`src/rtl/vga_pkg.sv`:
```
// Shared definitions for the VGA raster timing generator: default
// 640x480@60 timing, the pixel colour type and the total-length helper.
package vga_pkg;

    // Raster counter width; line and frame totals must fit in it.
    localparam int CNT_W = 10;
    localparam int CNT_MAX_TOT = 1 << CNT_W;

    // Default timing: 640x480@60 with a 25 MHz pixel rate from 50 MHz.
    localparam int DEF_CLK_DIV = 2;
    localparam int DEF_H_DISP  = 640;
    localparam int DEF_H_FP    = 16;
    localparam int DEF_H_SYNC  = 96;
    localparam int DEF_H_BP    = 48;
    localparam int DEF_V_DISP  = 480;
    localparam int DEF_V_FP    = 10;
    localparam int DEF_V_SYNC  = 2;
    localparam int DEF_V_BP    = 33;

    // One pixel as delivered to the DAC.
    typedef struct packed {
        logic [7:0] r;
        logic [7:0] g;
        logic [7:0] b;
    } rgb_t;

    // Total length of a line or frame from its four segments.
    function automatic int calc_tot(input int disp, input int fp,
                                    input int sync, input int bp);
        return disp + fp + sync + bp;
    endfunction

endpackage

```
`src/rtl/vga_sync_cnt.sv`:
```
// Generic raster counter for one axis. Segments run display, front porch,
// sync, back porch; the count advances on en_i and wraps after the last one.
module vga_sync_cnt
    import vga_pkg::*;
#(
    parameter int DISP = DEF_H_DISP,
    parameter int FP   = DEF_H_FP,
    parameter int SYNC = DEF_H_SYNC,
    parameter int BP   = DEF_H_BP
) (
    input  logic             clk_i,
    input  logic             rst_i,
    input  logic             en_i,
    output logic [CNT_W-1:0] count_o,
    output logic             active_o,
    output logic             sync_n_o,
    output logic             wrap_o
);

    localparam int TOT = calc_tot(DISP, FP, SYNC, BP);

    // Compare one bit wider so a segment boundary equal to 1024 still works.
    localparam logic [CNT_W:0] LAST      = (CNT_W+1)'(TOT - 1);
    localparam logic [CNT_W:0] ACT_END   = (CNT_W+1)'(DISP);
    localparam logic [CNT_W:0] SYNC_BEG  = (CNT_W+1)'(DISP + FP);
    localparam logic [CNT_W:0] SYNC_END  = (CNT_W+1)'(DISP + FP + SYNC);

    logic [CNT_W-1:0] count_q;
    logic [CNT_W-1:0] count_d;
    logic [CNT_W:0]   count_ext;
    logic             at_last;

    assign count_ext = {1'b0, count_q};
    assign at_last   = (count_ext == LAST);

    // Next count: hold unless enabled, wrap to zero after the last position.
    always_comb begin
        count_d = count_q;
        if (en_i) begin
            count_d = at_last ? '0 : count_q + 1'b1;
        end
    end

    // Count register.
    always_ff @(posedge clk_i) begin
        if (rst_i) begin
            count_q <= '0;
        end else begin
            count_q <= count_d;
        end
    end

    assign count_o  = count_q;
    assign active_o = (count_ext < ACT_END);
    assign sync_n_o = !((count_ext >= SYNC_BEG) && (count_ext < SYNC_END));
    assign wrap_o   = en_i & at_last;

endmodule

```
`src/rtl/vga_timing.sv`:
```
// VGA raster timing generator for the ADV7123 DAC. Stage 0 requests pixels
// from the frame source; stage 1 registers sync, blank and colour one pixel
// tick later so all DAC signals stay aligned.
module vga_timing
    import vga_pkg::*;
#(
    parameter int CLK_DIV = DEF_CLK_DIV,
    parameter int H_DISP  = DEF_H_DISP,
    parameter int H_FP    = DEF_H_FP,
    parameter int H_SYNC  = DEF_H_SYNC,
    parameter int H_BP    = DEF_H_BP,
    parameter int V_DISP  = DEF_V_DISP,
    parameter int V_FP    = DEF_V_FP,
    parameter int V_SYNC  = DEF_V_SYNC,
    parameter int V_BP    = DEF_V_BP
) (
    input  logic             clk_i,
    input  logic             rst_i,
    output logic [CNT_W-1:0] pix_x_o,
    output logic [CNT_W-1:0] pix_y_o,
    output logic             pix_req_o,
    input  logic [7:0]       pix_r_i,
    input  logic [7:0]       pix_g_i,
    input  logic [7:0]       pix_b_i,
    output logic             frame_start_o,
    output logic             vga_clk_o,
    output logic             vga_hs_o,
    output logic             vga_vs_o,
    output logic             vga_blank_o,
    output logic             vga_sync_o,
    output logic [7:0]       vga_r_o,
    output logic [7:0]       vga_g_o,
    output logic [7:0]       vga_b_o
);

    localparam int H_TOT = calc_tot(H_DISP, H_FP, H_SYNC, H_BP);
    localparam int V_TOT = calc_tot(V_DISP, V_FP, V_SYNC, V_BP);
    localparam int DIV_W = $clog2(CLK_DIV);
    localparam logic [DIV_W-1:0] DIV_LAST = DIV_W'(CLK_DIV - 1);
    localparam logic [DIV_W-1:0] DIV_HALF = DIV_W'(CLK_DIV / 2);

    if (CLK_DIV < 2 || (CLK_DIV % 2) != 0) begin : g_bad_div
        $error("vga_timing: CLK_DIV must be even and at least 2");
    end
    if (H_TOT > CNT_MAX_TOT || V_TOT > CNT_MAX_TOT) begin : g_bad_tot
        $error("vga_timing: line or frame total exceeds the 10-bit counters");
    end

    logic [DIV_W-1:0] div_cnt_q, div_cnt_d;
    logic             vga_clk_q, vga_clk_d;
    logic             running_q, running_d;
    logic [CNT_W-1:0] pix_x_q, pix_x_d;
    logic [CNT_W-1:0] pix_y_q, pix_y_d;
    logic             hs_q, hs_d;
    logic             vs_q, vs_d;
    logic             blank_q, blank_d;
    rgb_t             rgb_q, rgb_d;

    logic             tick;
    logic             advance;
    logic [CNT_W-1:0] h_cnt, v_cnt;
    logic             h_active, v_active;
    logic             h_sync_n, v_sync_n;
    logic             h_wrap;
    logic             frame_wrap_unused;
    logic             pix_req;
    rgb_t             pix_rgb;

    assign tick    = (div_cnt_q == DIV_LAST);
    // The very first tick only arms the raster, so pixel (0,0) gets a full slot.
    assign advance = tick & running_q;

    vga_sync_cnt #(
        .DISP (H_DISP),
        .FP   (H_FP),
        .SYNC (H_SYNC),
        .BP   (H_BP)
    ) u_h_cnt (
        .clk_i    (clk_i),
        .rst_i    (rst_i),
        .en_i     (advance),
        .count_o  (h_cnt),
        .active_o (h_active),
        .sync_n_o (h_sync_n),
        .wrap_o   (h_wrap)
    );

    vga_sync_cnt #(
        .DISP (V_DISP),
        .FP   (V_FP),
        .SYNC (V_SYNC),
        .BP   (V_BP)
    ) u_v_cnt (
        .clk_i    (clk_i),
        .rst_i    (rst_i),
        .en_i     (h_wrap),
        .count_o  (v_cnt),
        .active_o (v_active),
        .sync_n_o (v_sync_n),
        .wrap_o   (frame_wrap_unused)
    );

    assign pix_req = running_q & h_active & v_active;
    assign pix_rgb = {pix_r_i, pix_g_i, pix_b_i};

    // Next-state for divider, pixel clock, run flag, coordinate hold and stage 1.
    always_comb begin
        div_cnt_d = tick ? '0 : div_cnt_q + 1'b1;
        // Registered from the next divider value so vga_clk tracks div_cnt exactly.
        vga_clk_d = (div_cnt_d >= DIV_HALF);
        running_d = running_q | tick;
        pix_x_d   = pix_req ? h_cnt : pix_x_q;
        pix_y_d   = pix_req ? v_cnt : pix_y_q;
        hs_d      = hs_q;
        vs_d      = vs_q;
        blank_d   = blank_q;
        rgb_d     = rgb_q;
        if (tick) begin
            hs_d    = h_sync_n;
            vs_d    = v_sync_n;
            blank_d = pix_req;
            rgb_d   = pix_req ? pix_rgb : '0;
        end
    end

    // State registers; reset leaves the DAC blanked with syncs idle.
    always_ff @(posedge clk_i) begin
        if (rst_i) begin
            div_cnt_q <= '0;
            vga_clk_q <= 1'b0;
            running_q <= 1'b0;
            pix_x_q   <= '0;
            pix_y_q   <= '0;
            hs_q      <= 1'b1;
            vs_q      <= 1'b1;
            blank_q   <= 1'b0;
            rgb_q     <= '0;
        end else begin
            div_cnt_q <= div_cnt_d;
            vga_clk_q <= vga_clk_d;
            running_q <= running_d;
            pix_x_q   <= pix_x_d;
            pix_y_q   <= pix_y_d;
            hs_q      <= hs_d;
            vs_q      <= vs_d;
            blank_q   <= blank_d;
            rgb_q     <= rgb_d;
        end
    end

    // Coordinates follow the counters while requesting, else show the last request.
    assign pix_x_o       = pix_req ? h_cnt : pix_x_q;
    assign pix_y_o       = pix_req ? v_cnt : pix_y_q;
    assign pix_req_o     = pix_req;
    assign frame_start_o = running_q & tick & (h_cnt == '0) & (v_cnt == '0);

    assign vga_clk_o   = vga_clk_q;
    assign vga_hs_o    = hs_q;
    assign vga_vs_o    = vs_q;
    assign vga_blank_o = blank_q;
    assign vga_sync_o  = 1'b0;
    assign vga_r_o     = rgb_q.r;
    assign vga_g_o     = rgb_q.g;
    assign vga_b_o     = rgb_q.b;

endmodule

```
`config.mk`:
```
export PLATFORM = sky130hd
export DESIGN_NAME = vga_timing
export DESIGN_NICKNAME = d
export VERILOG_FILES = /design/src/rtl/vga_pkg.sv /design/src/rtl/vga_sync_cnt.sv /design/src/rtl/vga_timing.sv
export SDC_FILE = /design/constraint.sdc
export NUM_CORES = 1
export LEC_CHECK = 0
export CAP_MARGIN = 20
export CORE_MARGIN = 5
export CORE_UTILIZATION = 49
export CTS_BUF_LIST = sky130_fd_sc_hd__clkbuf_8
export DETAILED_ROUTE_END_ITERATION = 12
export HOLD_SLACK_MARGIN = 0.06
export PLACE_DENSITY_LB_ADDON = 0.15
export SYNTH_ARGS = -nofsm -noshare
export SYNTH_HDL_FRONTEND = slang
export SYNTH_SLANG_ARGS = --single-unit
export TNS_END_PERCENT = 30
```
`constraint.sdc`:
```
create_clock -name clk_i -period 2.05 [get_ports clk_i]
set_input_delay 0.615 -clock clk_i [delete_from_list [all_inputs] [get_ports clk_i]]
set_output_delay 0.615 -clock clk_i [all_outputs]
set_load 0.01 [all_outputs]
```
==> flow_metrics.py <==
metrics = {
    "outcome": {
        "outcome": "complete, but fails checks",
        "violations": "negative setup slack",
    },
    "hold_path": {
        "min_from": "vga_blank_o",
        "min_to": "vga_blank_o",
        "min_path_cells": 1,
        "hold_class": "reg -> reg",
    },
    "sta": {
        "rsz0062_at_grt": "true",
        "final.min_clock_period_ns": 2.328,
        "clock_skew_ns": 0.006152,
        "hold_viol": 0,
        "fmax_ghz": 0.4296,
        "finalSetupViolCount": 22,
        "post-route-period-util_pct": 113.6,
        "slew_viol_final": 0,
        "fin_ws_ns": -0.2779,
        "fin_setup_tns_ns": -4.308,
    },
    "grt": {
        "grt_max_degree": 27,
        "grt-ovfl-total": 0,
        "grt.total_usage_pct": 20.04,
        "grt_pass1_wl_mm": 11.67,
        "use_met3_pct": 7.670,
        "grt_antenna_before_repair": 0,
        "use_met1_pct": 24.13,
        "first_global_vias": 2607,
        "grt-busiest-layer": "met2",
        "grt_util_met2_pct": 31.00,
    },
    "final_layout": {
        "area.growth.synth_to_final_pct": 55.11,
        "nets": 429,
        "fin_cells": 474,
        "final_area_sq_mm": 0.004289,
        "n_antenna_cell": 0,
        "nFillCells": 384,
        "drive_gt1_share_pct": 31.34,
    },
    "clock_network": {
        "cts_num_sinks": 69,
        "cts_tree": "built",
        "clock_latency_ns": 0.34,
        "root_buffer": "clkbuf_8",
        "cts-buffers-inserted": 9,
        "cts_max_level": 3,
        "clk_pin_slew_ns": 0.07,
        "cts_buffer_depth": 2,
    },
    "flow_run": {
        "drv_cap": 0,
    },
    "logic_synthesis": {
        "synth_ff_type": "dfxtp_1",
        "yosysTopAreaCell": "dfxtp_1",
        "synthDistinctLibCells": 39,
        "ys_ff_latch": 69,
        "synth.most_common_cell": "dfxtp_1",
        "ys_seq_area_share_pct": 49.95,
        "synth_edf_count": 0,
        "netlist_top_cells_area": "dfxtp_1, a22o_1, mux2_2",
        "synthesis.nets": 308,
        "syn_inst": 278,
        "synth_top_area_share_pct": 49.95,
        "synth_warnings": 0,
        "netlist_top_cells_count": "dfxtp_1, a22o_1, and2_1",
        "syn_area_sq_mm": 0.002765,
        "async_flop_share_pct": 0,
        "syn_avg_cell_area_sq_um": 9.947,
    },
    "placement": {
        "detailedPlace.worstSlack_ns": -0.3982,
        "dp.final_hpwl_mm": 4.841,
        "numPlacedInstances": 456,
        "io_buffers": 75,
        "place_area_sq_mm": 0.003926,
        "place_congestion": 0.8783,
    },
    "detailed_routing": {
        "ant_nets": 0,
        "via_per_inst": 5.300,
        "vias": 2512,
        "avgRoutedWirePerCell_microns": 15.04,
        "routed_wl_mm": 7.130,
        "drt-pass1-iter-count": 7,
        "drcViolationCount": 0,
        "drtIter0Drc": 152,
    },
    "floorplan": {
        "die_w_microns": 85.12,
        "coreArea_sq_mm": 0.005507,
        "start_util_pct": 50.22,
        "fp.dieH_microns": 85.12,
        "io_pins": 77,
        "die_area_sq_mm": 0.007245,
        "rows": 27,
    },
    "pwr": {
        "leakage_nw": 1.835,
        "ir_drop_v": 0.0005081,
        "p_per_area_mw_per_mm2": 614.8,
        "total_power_w": 0.002637,
    },
    "critical_path": {
        "r2r-end": "u_v_cnt.count_o[7]",
        "r2r_slack_ns": 0.15,
        "worstPathRequired_ns": 1.43,
        "reg2regPathDepth": 5,
        "worstReg2RegStart": "u_h_cnt.count_o[9]",
        "critPathArrivalTime_ns": 1.71,
        "worst_setup_path_end_kind": "primary output",
        "cp_max_fo": 5,
        "startpoint_type": "flip-flop",
        "critPathKind": "reg -> out",
    },
}
[power by group]
group | leakage [nW] | switching, W | internal [W]
sequential | 0.562 | 0.0000137 | 0.00137
clock | 0.0899 | 0.000470 | 0.000483
combinational | 1.18 | 0.000131 | 0.000173
total | 1.84 | 0.000615 | 0.00202
[flip-flops by register name (all words and copies together) (netlist names)]
| signal | cells |
|---|---|
| pix_y_q | 10 |
| pix_x_q | 10 |
| running_q | 1 |
| vga_hs_o | 1 |
| vga_r_o | 8 |
| u_v_cnt.count_o | 10 |
| div_cnt_q | 1 |
| u_h_cnt.count_o | 10 |
| vga_vs_o | 1 |
| vga_blank_o | 1 |
| vga_g_o | 8 |
| vga_b_o | 8 |
[how the worst max path moves through the flow]
stage                       startpoint            end  slack (ns)  depth (start not counted)
floorplan           u_h_cnt.count_o[4]  frame_start_o        0.06                          3
global placement    u_h_cnt.count_o[4]  frame_start_o       -0.34                          4
detailed placement  u_h_cnt.count_o[4]  frame_start_o       -0.40                          4
CTS                 u_h_cnt.count_o[4]  frame_start_o       -0.31                          4
global route        u_h_cnt.count_o[4]  frame_start_o       -0.34                          4
finish              u_v_cnt.count_o[8]     pix_y_o[5]       -0.28                          6
[worst max-delay path: stages, from the launching register on]
cell and delay (ns):
dfxtp_2 0.35, nand4_1 0.20, nand3_4 0.15, buf_4 0.12, buf_6 0.12, mux2_4 0.31, buf_6 0.12
[repair_timing]
action / in CTS / in global routing
pin swaps: 3 / 7
resized for setup: 132 / 20
endpoints found under the hold margin: 0 / 0
hold buffers: 0 / 0
setup buffers: 1 / 3
endpoints found under the setup margin: 22 / 26
[metal layers]
metal	up-vias	wire (microns)	share of wire (%)
met5	-	0	0
met3	11	704	9.9
met1	1181	3102	44
li1	1231	-	-
met4	0	133	1.9
met2	89	3190	45
[cells in the final DEF, fill, tap and decap left out, drive strengths merged, types with 12 or more instances in the layout]
cell type and instances:
clkbuf 12, dfxtp 69, buf 75, clkdlybuf4s50 52
a22o 24, nor2 19, mux2 16, and2 21
[cell type report]
cell class | count | area, sq um | area share (%)
Clock inverter | 3 | 15.01 | 0.3501
Inverter | 9 | 33.78 | 0.7876
Multi-Input combinational cell | 181 | 1395 | 32.53
Clock buffer | 11 | 151.4 | 3.530
Sequential cell | 69 | 1393 | 32.47
Tap cell | 72 | 90.09 | 2.100
Timing Repair Buffer | 129 | 1211 | 28.24
[cell families after synthesis]
group / Yosys count / share of synthesized area, %
DFF: 69 / 49.95
xor gates and xnor gates: 8 / 2.534
adders and majority gates: 4 / 1.810
AOI/OAI and AO/OA: 52 / 13.98
and+or+nand+nor: 99 / 20.14
muxes: 17 / 6.878
other: 1 / 0.1356
buffers and inverters: 28 / 4.570
[per-stage QoR]
step	hold WS [ns]	util, %
6_report	0.4501	77.89
5_1_grt	0.4951	77.89
4_1_cts	0.4537	76.48
3_5_place_dp	0.4431	71.30
3_3_place_gp	0.4335	71.30
2_1_floorplan	0.4438	-
Note: power is estimated with default switching activity, not from simulation.
